[config.mk]
export PLATFORM = sky130hd
export DESIGN_NAME = multicycle_sequencer
export DESIGN_NICKNAME = d
export VERILOG_FILES = /design/src/rtl/multicycle_sequencer_pkg.sv /design/src/rtl/multicycle_sequencer_perf_cnt.sv /design/src/rtl/multicycle_sequencer.sv
export SDC_FILE = /design/constraint.sdc
export NUM_CORES = 1
export LEC_CHECK = 0
export BUFFER_PORTS_ARGS = -buffer_cell sky130_fd_sc_hd__clkbuf_2
export CELL_PAD_IN_SITES_DETAIL_PLACEMENT = 1
export CELL_PAD_IN_SITES_GLOBAL_PLACEMENT = 2
export CORE_MARGIN = 4
export CORE_UTILIZATION = 24
export CTS_CLUSTER_SIZE = 14
export DETAILED_ROUTE_END_ITERATION = 10
export PLACE_DENSITY_LB_ADDON = 0.1
export RECOVER_POWER = 100
export SYNTH_ARGS = -nofsm -noshare
export SYNTH_HDL_FRONTEND = slang
export SYNTH_HIERARCHICAL = 1
export SYNTH_SLANG_ARGS = --single-unit
[constraint.sdc]
create_clock -name clk -period 1.4 [get_ports clk]
set_input_delay 0.21 -clock clk [delete_from_list [all_inputs] [get_ports clk]]
set_output_delay 0.21 -clock clk [all_outputs]
set_load 0.1 [all_outputs]
[src/rtl/multicycle_sequencer_pkg.sv]
// Shared definitions for the multi-cycle sequencer: state encodings, opcode map
// and the opcode classifier used in EXEC and WB.
package multicycle_sequencer_pkg;

   localparam int STATE_W  = 3;
   localparam int OPCODE_W = 6;
   localparam int WAIT_W   = 8;

   typedef enum logic [STATE_W-1:0] {
      SEQ_IDLE   = 3'd0,
      SEQ_FETCH  = 3'd1,
      SEQ_DECODE = 3'd2,
      SEQ_EXEC   = 3'd3,
      SEQ_MEM    = 3'd4,
      SEQ_WB     = 3'd5,
      SEQ_ERR    = 3'd6
   } seq_state_e;

   localparam logic [OPCODE_W-1:0] OPCODE_ADD  = 6'h00;
   localparam logic [OPCODE_W-1:0] OPCODE_SUB  = 6'h01;
   localparam logic [OPCODE_W-1:0] OPCODE_AND  = 6'h02;
   localparam logic [OPCODE_W-1:0] OPCODE_OR   = 6'h03;
   localparam logic [OPCODE_W-1:0] OPCODE_SLT  = 6'h04;
   localparam logic [OPCODE_W-1:0] OPCODE_ADDI = 6'h08;
   localparam logic [OPCODE_W-1:0] OPCODE_ANDI = 6'h09;
   localparam logic [OPCODE_W-1:0] OPCODE_ORI  = 6'h0A;
   localparam logic [OPCODE_W-1:0] OPCODE_LW   = 6'h10;
   localparam logic [OPCODE_W-1:0] OPCODE_SW   = 6'h11;
   localparam logic [OPCODE_W-1:0] OPCODE_BEQ  = 6'h18;
   localparam logic [OPCODE_W-1:0] OPCODE_BNE  = 6'h19;
   localparam logic [OPCODE_W-1:0] OPCODE_J    = 6'h1A;

   typedef enum logic [1:0] {
      OP_CLS_ALU,
      OP_CLS_MEM,
      OP_CLS_BRANCH,
      OP_CLS_UNDEF
   } op_class_e;

   function automatic op_class_e classify_opcode(input logic [OPCODE_W-1:0] opcode);
      op_class_e cls;
      case (opcode)
         OPCODE_ADD, OPCODE_SUB, OPCODE_AND, OPCODE_OR, OPCODE_SLT,
         OPCODE_ADDI, OPCODE_ANDI, OPCODE_ORI: cls = OP_CLS_ALU;
         OPCODE_LW, OPCODE_SW:                 cls = OP_CLS_MEM;
         OPCODE_BEQ, OPCODE_BNE, OPCODE_J:     cls = OP_CLS_BRANCH;
         default:                              cls = OP_CLS_UNDEF;
      endcase
      return cls;
   endfunction

endpackage

[src/rtl/multicycle_sequencer_perf_cnt.sv]
// Busy-cycle and retired-instruction counters, wrapping modulo 2^CNT_W.
// Compiled only when SEQ_PERF_CNT_EN is defined.
`ifdef SEQ_PERF_CNT_EN
module seq_perf_cnt #(
   parameter int CNT_W = 32
) (
   input  logic             clk,
   input  logic             rst,
   input  logic             cycle_en,
   input  logic             instr_en,
   output logic [CNT_W-1:0] cycle_cnt,
   output logic [CNT_W-1:0] instr_cnt
);

   always_ff @(posedge clk) begin
      if (rst) begin
         cycle_cnt <= '0;
         instr_cnt <= '0;
      end else begin
         if (cycle_en) cycle_cnt <= cycle_cnt + CNT_W'(1);
         if (instr_en) instr_cnt <= instr_cnt + CNT_W'(1);
      end
   end

endmodule
`endif

[src/rtl/multicycle_sequencer.sv]
// Multi-cycle FETCH/DECODE/EXEC/MEM/WB sequencer gating decoder write enables.
// Optional SEQ_PERF_CNT_EN adds cycle_cnt/instr_cnt outputs.
module multicycle_sequencer
   import multicycle_sequencer_pkg::*;
#(
   parameter int MEM_TIMEOUT = 15
`ifdef SEQ_PERF_CNT_EN
   ,
   parameter int CNT_W = 32
`endif
) (
   input  logic               clk,
   input  logic               rst,
   input  logic               run,
   input  logic [15:0]        im_out,
   input  logic               im_ready,
   input  logic               dm_ready,
   input  logic               wrf_dec,
   input  logic               wdm_dec,
   input  logic               ld_dec,
   output logic               im_req,
   output logic               ir_we,
   output logic               pc_we,
   output logic               dm_req,
   output logic               wrf,
   output logic               wdm,
   output logic [STATE_W-1:0] state,
   output logic               busy,
   output logic               err
`ifdef SEQ_PERF_CNT_EN
   ,
   output logic [CNT_W-1:0]   cycle_cnt,
   output logic [CNT_W-1:0]   instr_cnt
`endif
);

   // Last waiting cycle: a ready here still wins, its absence goes to ERR.
   localparam logic [WAIT_W-1:0] WAIT_LIMIT = WAIT_W'(MEM_TIMEOUT - 1);

   seq_state_e        cur_state;
   seq_state_e        retire_state;
   logic [WAIT_W-1:0] wait_cnt;
   op_class_e         op_class;
   logic              unused_operand;

   assign op_class       = classify_opcode(im_out[15:10]);
   assign retire_state   = run ? SEQ_FETCH : SEQ_IDLE;
   assign unused_operand = ^im_out[9:0];

   // NOTE: non-blocking assignments so every register samples pre-edge values.
   always_ff @(posedge clk) begin
      if (rst) begin
         cur_state <= SEQ_IDLE;
         wait_cnt  <= '0;
      end else begin
         wait_cnt <= '0;
         case (cur_state)
            SEQ_IDLE: begin
               if (run) cur_state <= SEQ_FETCH;
            end
            SEQ_FETCH: begin
               if (im_ready)                   cur_state <= SEQ_DECODE;
               else if (wait_cnt == WAIT_LIMIT) cur_state <= SEQ_ERR;
               else                            wait_cnt  <= wait_cnt + WAIT_W'(1);
            end
            SEQ_DECODE: cur_state <= SEQ_EXEC;
            SEQ_EXEC: begin
               case (op_class)
                  OP_CLS_BRANCH: cur_state <= retire_state;
                  OP_CLS_MEM:    cur_state <= SEQ_MEM;
                  default:       cur_state <= SEQ_WB;
               endcase
            end
            SEQ_MEM: begin
               if (dm_ready)                   cur_state <= ld_dec ? SEQ_WB : retire_state;
               else if (wait_cnt == WAIT_LIMIT) cur_state <= SEQ_ERR;
               else                            wait_cnt  <= wait_cnt + WAIT_W'(1);
            end
            SEQ_WB:  cur_state <= retire_state;
            SEQ_ERR: cur_state <= SEQ_ERR;
            default: cur_state <= SEQ_IDLE;
         endcase
      end
   end

   // NOTE: every output gets a default first, so no path can infer a latch.
   always_comb begin
      im_req = 1'b0;
      ir_we  = 1'b0;
      pc_we  = 1'b0;
      dm_req = 1'b0;
      wrf    = 1'b0;
      wdm    = 1'b0;
      if (!rst) begin
         case (cur_state)
            SEQ_FETCH: begin
               im_req = 1'b1;
               ir_we  = im_ready;
            end
            SEQ_EXEC: pc_we = (op_class == OP_CLS_BRANCH);
            SEQ_MEM: begin
               dm_req = 1'b1;
               wdm    = wdm_dec;
               pc_we  = dm_ready & ~ld_dec;
            end
            SEQ_WB: begin
               // The IR still holds the instruction, so undefined opcodes are re-detected here.
               wrf   = wrf_dec & (op_class != OP_CLS_UNDEF);
               pc_we = 1'b1;
            end
            default: ;
         endcase
      end
   end

   assign state = cur_state;
   assign busy  = (cur_state != SEQ_IDLE) && (cur_state != SEQ_ERR);
   assign err   = (cur_state == SEQ_ERR);

`ifdef SEQ_PERF_CNT_EN
   seq_perf_cnt #(
      .CNT_W (CNT_W)
   ) u_perf_cnt (
      .clk       (clk),
      .rst       (rst),
      .cycle_en  (busy),
      .instr_en  (pc_we),
      .cycle_cnt (cycle_cnt),
      .instr_cnt (instr_cnt)
   );
`endif

endmodule

==> impl_metrics.csv, run 1 <==
group,metric,value,unit
outcome,status,"complete, but fails checks",
outcome,violations,"setup timing",
yosys,ys_warn_count,6,
global_routing,antenna_found_initial,0,
floorplanning,io_pins,35,
pwr,switching_share,35.6,%
route,vias_per_cell,5.01,
sta,finalSetupViolCount,10,
final_layout,seq_area,233,um2
floorplanning,fp.dieArea,4030,um2
global_routing,grt.total_usage,13.3,%
yosys,yosys.area.top_type,"dfxtp_1",
sta,fin_setup_tns,-1.29,ns
sta,drv_slew,0,
yosys,yosys_register_bits,11,
placement,port_buffers,24,
pwr,seqPwrFrac,33.9,%
route,vias,906,
sta,worst_pin_slew,0.416,ns
sta,clock_skew,0.00112,ns
route,drtIter0Drc,31,
floorplanning,die_h,63.5,um
clocking,clk_latency,0.27,ns
sta,rsz0062_at_grt,"true",
final_layout,final_core_util,52.9,%
route,drc,0,
critical_path,crit_type,"reg2out",
critical_path,crit_path_cell_trace,"or3b_4 > a21oi_4 > buf_12",
clocking,cts.clk_slew.worst_paths,0.07,ns
critical_path,rrSetupSlack,-0.10,ns
floorplanning,die-width,63.5,um
global_routing,grt_pass1_vias,907,
pwr,p_int,618,uW
pwr,total_power,959,uW
yosys,ys.flop_type,"dfxtp_1",
placement,place_congestion,0.757,
clocking,root_buffer,"clkbuf_4",
final_layout,multi_input_area,624,um2
floorplanning,rows,19,
pwr,p_sw,341,uW
final_layout,nFillCells,337,
final_layout,drive_gt1_share,62.0,%
pwr,p_leak,0.616,nW
yosys,avgSynthCellArea,7.95,um2
placement,dp_slack,-0.109,ns
min_path,hold_class,"in2reg",
sta,hold_viol_final,0,
yosys,yosysMostFrequentCell,"nor2_1",
critical_path,cpPeakStageDelay,0.40,ns
yosys,netlist_top_cells_area,"dfxtp_1 (30%), nor2_1 (8.6%), xnor2_1 (5.9%), nand2b_4 (3.7%), nand2_1 (3.6%)",
clocking,cts.path.max_buffers,2,
pwr,clkPwrFrac,23.1,%
final_layout,area_growth,104,%
critical_path,crit_required,1.19,ns
floorplanning,core-area,2850,um2
route,drtPass1Iterations,4,
final_layout,diodes,0,
pwr,power_frac_comb,43.0,%
route,antenna_left,0,
placement,place_area,1250,um2
clocking,cts_tree,"yes",
route,finalWirelength,2660,um
final_layout,design_area,1510,um2
critical_path,crit_path_max_fanout,6,
yosys,ys_seq_area_share,29.8,%
sta,worst_slack,-0.221,ns
yosys,ys_top_cells_by_count,"nor2_1 (17), dfxtp_1 (11), nand2_1 (7)",
global_routing,grt_max_degree,18,
critical_path,cp_slowest_cell,"or3b_4",
sta,final.period_utilization,116,%
yosys,synthArstFlopShare,0,%
critical_path,crit_arrival,1.41,ns
global_routing,grt-ovfl-total,0,
critical_path,cp_num_buf_inv,1,
clocking,cts_buffers,3,
critical_path,end_kind,"output pin",
yosys,syn_inst,93,
job,drv_cap,0,
pwr,irDropWorstVdd,405,uV
sta,slew_headroom,72.3,%
final_layout,nNetsFinal,177,
route,routedWlPerCell,14.7,um
pwr,powerDensity,636,nW/um2
yosys,synth_nets,119,
sta,fmax,617,MHz
sta,period_needed,1.62,ns
critical_path,crit_family,"simple AND/OR/NAND/NOR gates",
yosys,synth_top_cell_area_share,29.8,%
clocking,htree_levels,1,
global_routing,grt_pass1_wl,4310,um
clocking,cts.sinks,11,
floorplanning,start_util,25.9,%
yosys,synth_area,739,um2
placement,dp_hpwl,1820,um
yosys,synth_edf_count,0,
yosys,ys_types,35,
critical_path,startpoint_type,"flop",
-- layer usage --
layer | part of all wire [%] | wire (um) | vias up | GRT usage (%)
met5 | 0 | 0 | - | 0
met3 | 4.0 | 105 | 2 | 2.66
met1 | 44 | 1160 | 436 | 16.9
li1 | - | - | 448 | -
met2 | 51 | 1370 | 20 | 22.4
met4 | 0.83 | 22 | 0 | 4.04
-- power by group through the flow --
stage          clock network (mW)  registers (mW)  logic, mW
6_report                    0.221           0.325      0.413
5_1_grt                     0.258           0.327      0.437
2_1_floorplan                   0           0.365      0.150
3_5_place_dp                    0           0.333      0.312
3_3_place_gp                    0           0.333      0.308
4_1_cts                     0.231           0.324      0.365
-- metrics by stage --
step                cells  hold WS (ns)
finish                181         0.352
global placement      163         0.494
detailed placement    163         0.520
CTS                   176         0.286
global route          181         0.342
floorplan              93         0.374
-- final cells by class --
cell class,count,share of cell area [%]
Multi-Input combinational cell,73,41.4
Timing Repair Buffer,57,37.5
Clock buffer,4,1.74
Inverter,5,1.41
Tap cell,31,2.57
Sequential cell,11,15.4
-- cell usage in the layout, fill, tap and decap left out, types with 2 or more instances in the layout --
cell type	Yosys	routed
buf_4	1	23
clkbuf_2	0	13
nor2_1	17	12
buf_12	0	10
buf_6	1	10
dfxtp_1	11	7
nand2_1	7	6
xnor2_1	5	4
inv_1	5	3
nor2_2	0	3
clkbuf_4	0	3
dfxtp_4	0	3
and3_4	0	2
nand2b_4	2	2
nor3_4	0	2
o21ai_0	3	2
nor2_4	0	2
nand3_2	0	2
nor3b_1	2	2
nand3_1	4	2
xor2_1	2	2
a31oi_1	2	2
-- sequential cells by signal, indices dropped and copies added (netlist names) --
signal    flops
wait_cnt      8
state         3
-- tightest hold or removal path, delay by kind of cell --
family          cells  cell delay, ns
compound gates      1            0.07
buf+inv             1            0.16
simple gates        1            0.15
-- path summary, 6_finish.rpt --
| kind | startpoint | end | cells after the start |
|---|---|---|---|
| worst min register to register | wait_cnt[0] | wait_cnt[0] | 2 |
| worst max-delay path | state[2] | pc_we | 3 |
| worst min-delay path | im_ready | state[0] | 3 |
| worst max register to register | state[0] | state[0] | 6 |
-- timing repair --
| item | CTS | global route |
|---|---|---|
| resized for setup | 14 | 22 |
| endpoints found under the hold margin | 0 | 0 |
| setup endpoints to repair | 14 | 18 |
| buffers inserted | 9 | 7 |
| cloned | 0 | 0 |
| hold buffers | 0 | 0 |
| pin swaps | 8 | 16 |
-- kinds of logic (layout without fill, tap and decap cells) --
logic type	Yosys count	after routing	synth area share, %
DFF	11	11	29.8
buffers and inverters	9	66	6.43
AOI/OAI and AO/OA	17	17	15.6
adders and majority gates	2	2	3.38
xor gates and xnor gates	7	7	8.29
and+or+nand+nor	47	47	36.5
Power figures use the tool's default switching activity.
==> run 2, diff against run 1 <==
==> constraint.sdc (replaced) <==
create_clock -name clk -period 1.5 [get_ports clk]
set_input_delay 0.225 -clock clk [delete_from_list [all_inputs] [get_ports clk]]
set_output_delay 0.225 -clock clk [all_outputs]
set_load 0.1 [all_outputs]
==> impl_metrics.csv, run 2 (synthesized netlist as in run 1, its figures left out) <==
group,metric,value,unit
final_layout,diodes,0,
clocking,cts_buffers,3,
placement,dp_cells,156,
sta,finalSetupViolCount,8,
final_layout,final_core_util,49.9,%
floorplanning,rows,19,
clocking,cts.clk_slew.worst_paths,0.07,ns
min_path,hold_class,"in2reg",
clocking,cts.path.max_buffers,2,
route,vias,904,
critical_path,crit_required,1.27,ns
sta,worst_slack,-0.205,ns
clocking,holdBufCountCts,0,
global_routing,grt_pass1_wl,4130,um
outcome,status,"complete, but fails checks",
placement,place_congestion,0.696,
route,drtIter0Drc,20,
placement,dp_hpwl,1810,um
clocking,root_buffer,"clkbuf_4",
clocking,htree_levels,1,
sta,hold_viol_final,0,
critical_path,crit_type,"reg2out",
clocking,cts.sinks,11,
critical_path,critPathLaunch,"state[1]",
placement,port_buffers,24,
sta,drv_slew,0,
global_routing,antenna_found_initial,0,
global_routing,grt-ovfl-total,0,
critical_path,startpoint_type,"flop",
sta,rsz0062_at_grt,"true",
floorplanning,die-width,63.5,um
final_layout,final_cell_mix,"buf_4 (21), nor2_1 (16), clkbuf_2 (13)",
critical_path,crit_path_max_fanout,3,
route,vias_per_cell,5.05,
outcome,violations,"setup timing",
sta,fin_setup_tns,-0.837,ns
final_layout,design_area,1420,um2
final_layout,nNetsFinal,175,
floorplanning,io_pins,35,
critical_path,crit_path_cell_trace,"buf_6 > or3b_4 > a21oi_4 > buf_12",
floorplanning,core-area,2850,um2
route,finalWirelength,2710,um
global_routing,grt_pass1_vias,873,
floorplanning,start_util,25.9,%
critical_path,crit_family,"simple AND/OR/NAND/NOR gates",
sta,final.period_utilization,114,%
critical_path,worstSetupEndpoint,"pc_we",
floorplanning,fp.dieArea,4030,um2
critical_path,r2r_cells,5,
sta,clock_skew,0.000355,ns
floorplanning,die_h,63.5,um
critical_path,rrSetupSlack,-0.05,ns
final_layout,largest_register,"wait_cnt",
global_routing,grt_max_degree,15,
placement,place_area,1160,um2
clocking,cts_tree,"yes",
sta,fmax,587,MHz
global_routing,grt.total_usage,12.9,%
final_layout,layout_commonest_cell,"buf_4",
critical_path,cp_slowest_cell,"or3b_4",
route,drc,0,
critical_path,cp_num_buf_inv,2,
clocking,clk_latency,0.27,ns
final_layout,drive_gt1_share,53.4,%
final_layout,area_growth,92.4,%
pwr,p_leak,0.590,nW
final_layout,fin_cells,179,
pwr,powerDensity,602,nW/um2
route,drtPass1Iterations,4,
pwr,total_power,856,uW
sta,worst_pin_slew,0.332,ns
critical_path,end_kind,"output pin",
min_path,hp-start,"im_ready",
route,antenna_left,0,
critical_path,crit_arrival,1.48,ns
sta,slew_headroom,77.8,%
critical_path,worstReg2RegEnd,"state[0]",
critical_path,cpPeakStageDelay,0.38,ns
final_layout,largest_register_ffs,8,
job,drv_cap,0,
critical_path,r2r-start,"state[2]",
critical_path,cp_num_cells,4,
route,routedWlPerCell,15.1,um
sta,period_needed,1.70,ns
pwr,irDropWorstVdd,413,uV
## run 2: worst min-delay path by stage
stage	to	slack, ns	cells after the start
finish	state[1]	0.31	3
global route	state[1]	0.33	3
CTS	state[1]	0.30	3
detailed placement	wait_cnt[7]	0.51	2
global placement	wait_cnt[7]	0.49	2
floorplan	state[1]	0.39	2
## run 2: report_power, final
group | switching (mW) | internal (mW) | leakage [nW] | total (mW)
Combinational | 0.197 | 0.152 | 0.484 | 0.349
Sequential | 0.00756 | 0.296 | 0.0911 | 0.303
Clock | 0.101 | 0.103 | 0.0150 | 0.204
## run 2: worst reg2reg max path: cells and delay by family, from the launching register on
family / cells / cell delay [ns]
buffers and inverters: 2 / 0.28
DFF: 1 / 0.39
AOI/OAI and AO/OA: 1 / 0.16
and+or+nand+nor: 2 / 0.65
## run 2: area by class of cell
type | count | area (um2)
fillers | 338 | 1430
multi-input cells | 73 | 588
repair buffers | 55 | 514
flip-flops and latches | 11 | 231
well taps | 31 | 38.8
clock buffers | 4 | 26.3
inverters | 5 | 23.8
## run 2: per-layer routing
metal  vias to the layer above  track usage (%)  wire length [um]
li1                        443                -                 -
met1                       432             15.2              1160
met2                        29             22.7              1380
met3                         0             4.62               164
met4                         0             1.62                 0
met5                         -                0                 0
## run 2: repair_timing
item / 4_1_cts / 5_1_grt
cloned: 0 / 0
pin swaps: 8 / 4
gates resized for setup: 17 / 8
setup buffers: 12 / 7
endpoints found under the setup margin: 6 / 17
## run 2: through the flow
stage                     hold WS [ns]  setup slack (ns)
after floorplan                  0.389            -0.758
after global placement           0.492           -0.0664
after detailed placement         0.510           -0.0785
after CTS                        0.301            -0.226
after global routing             0.325            -0.254
final                            0.310            -0.205
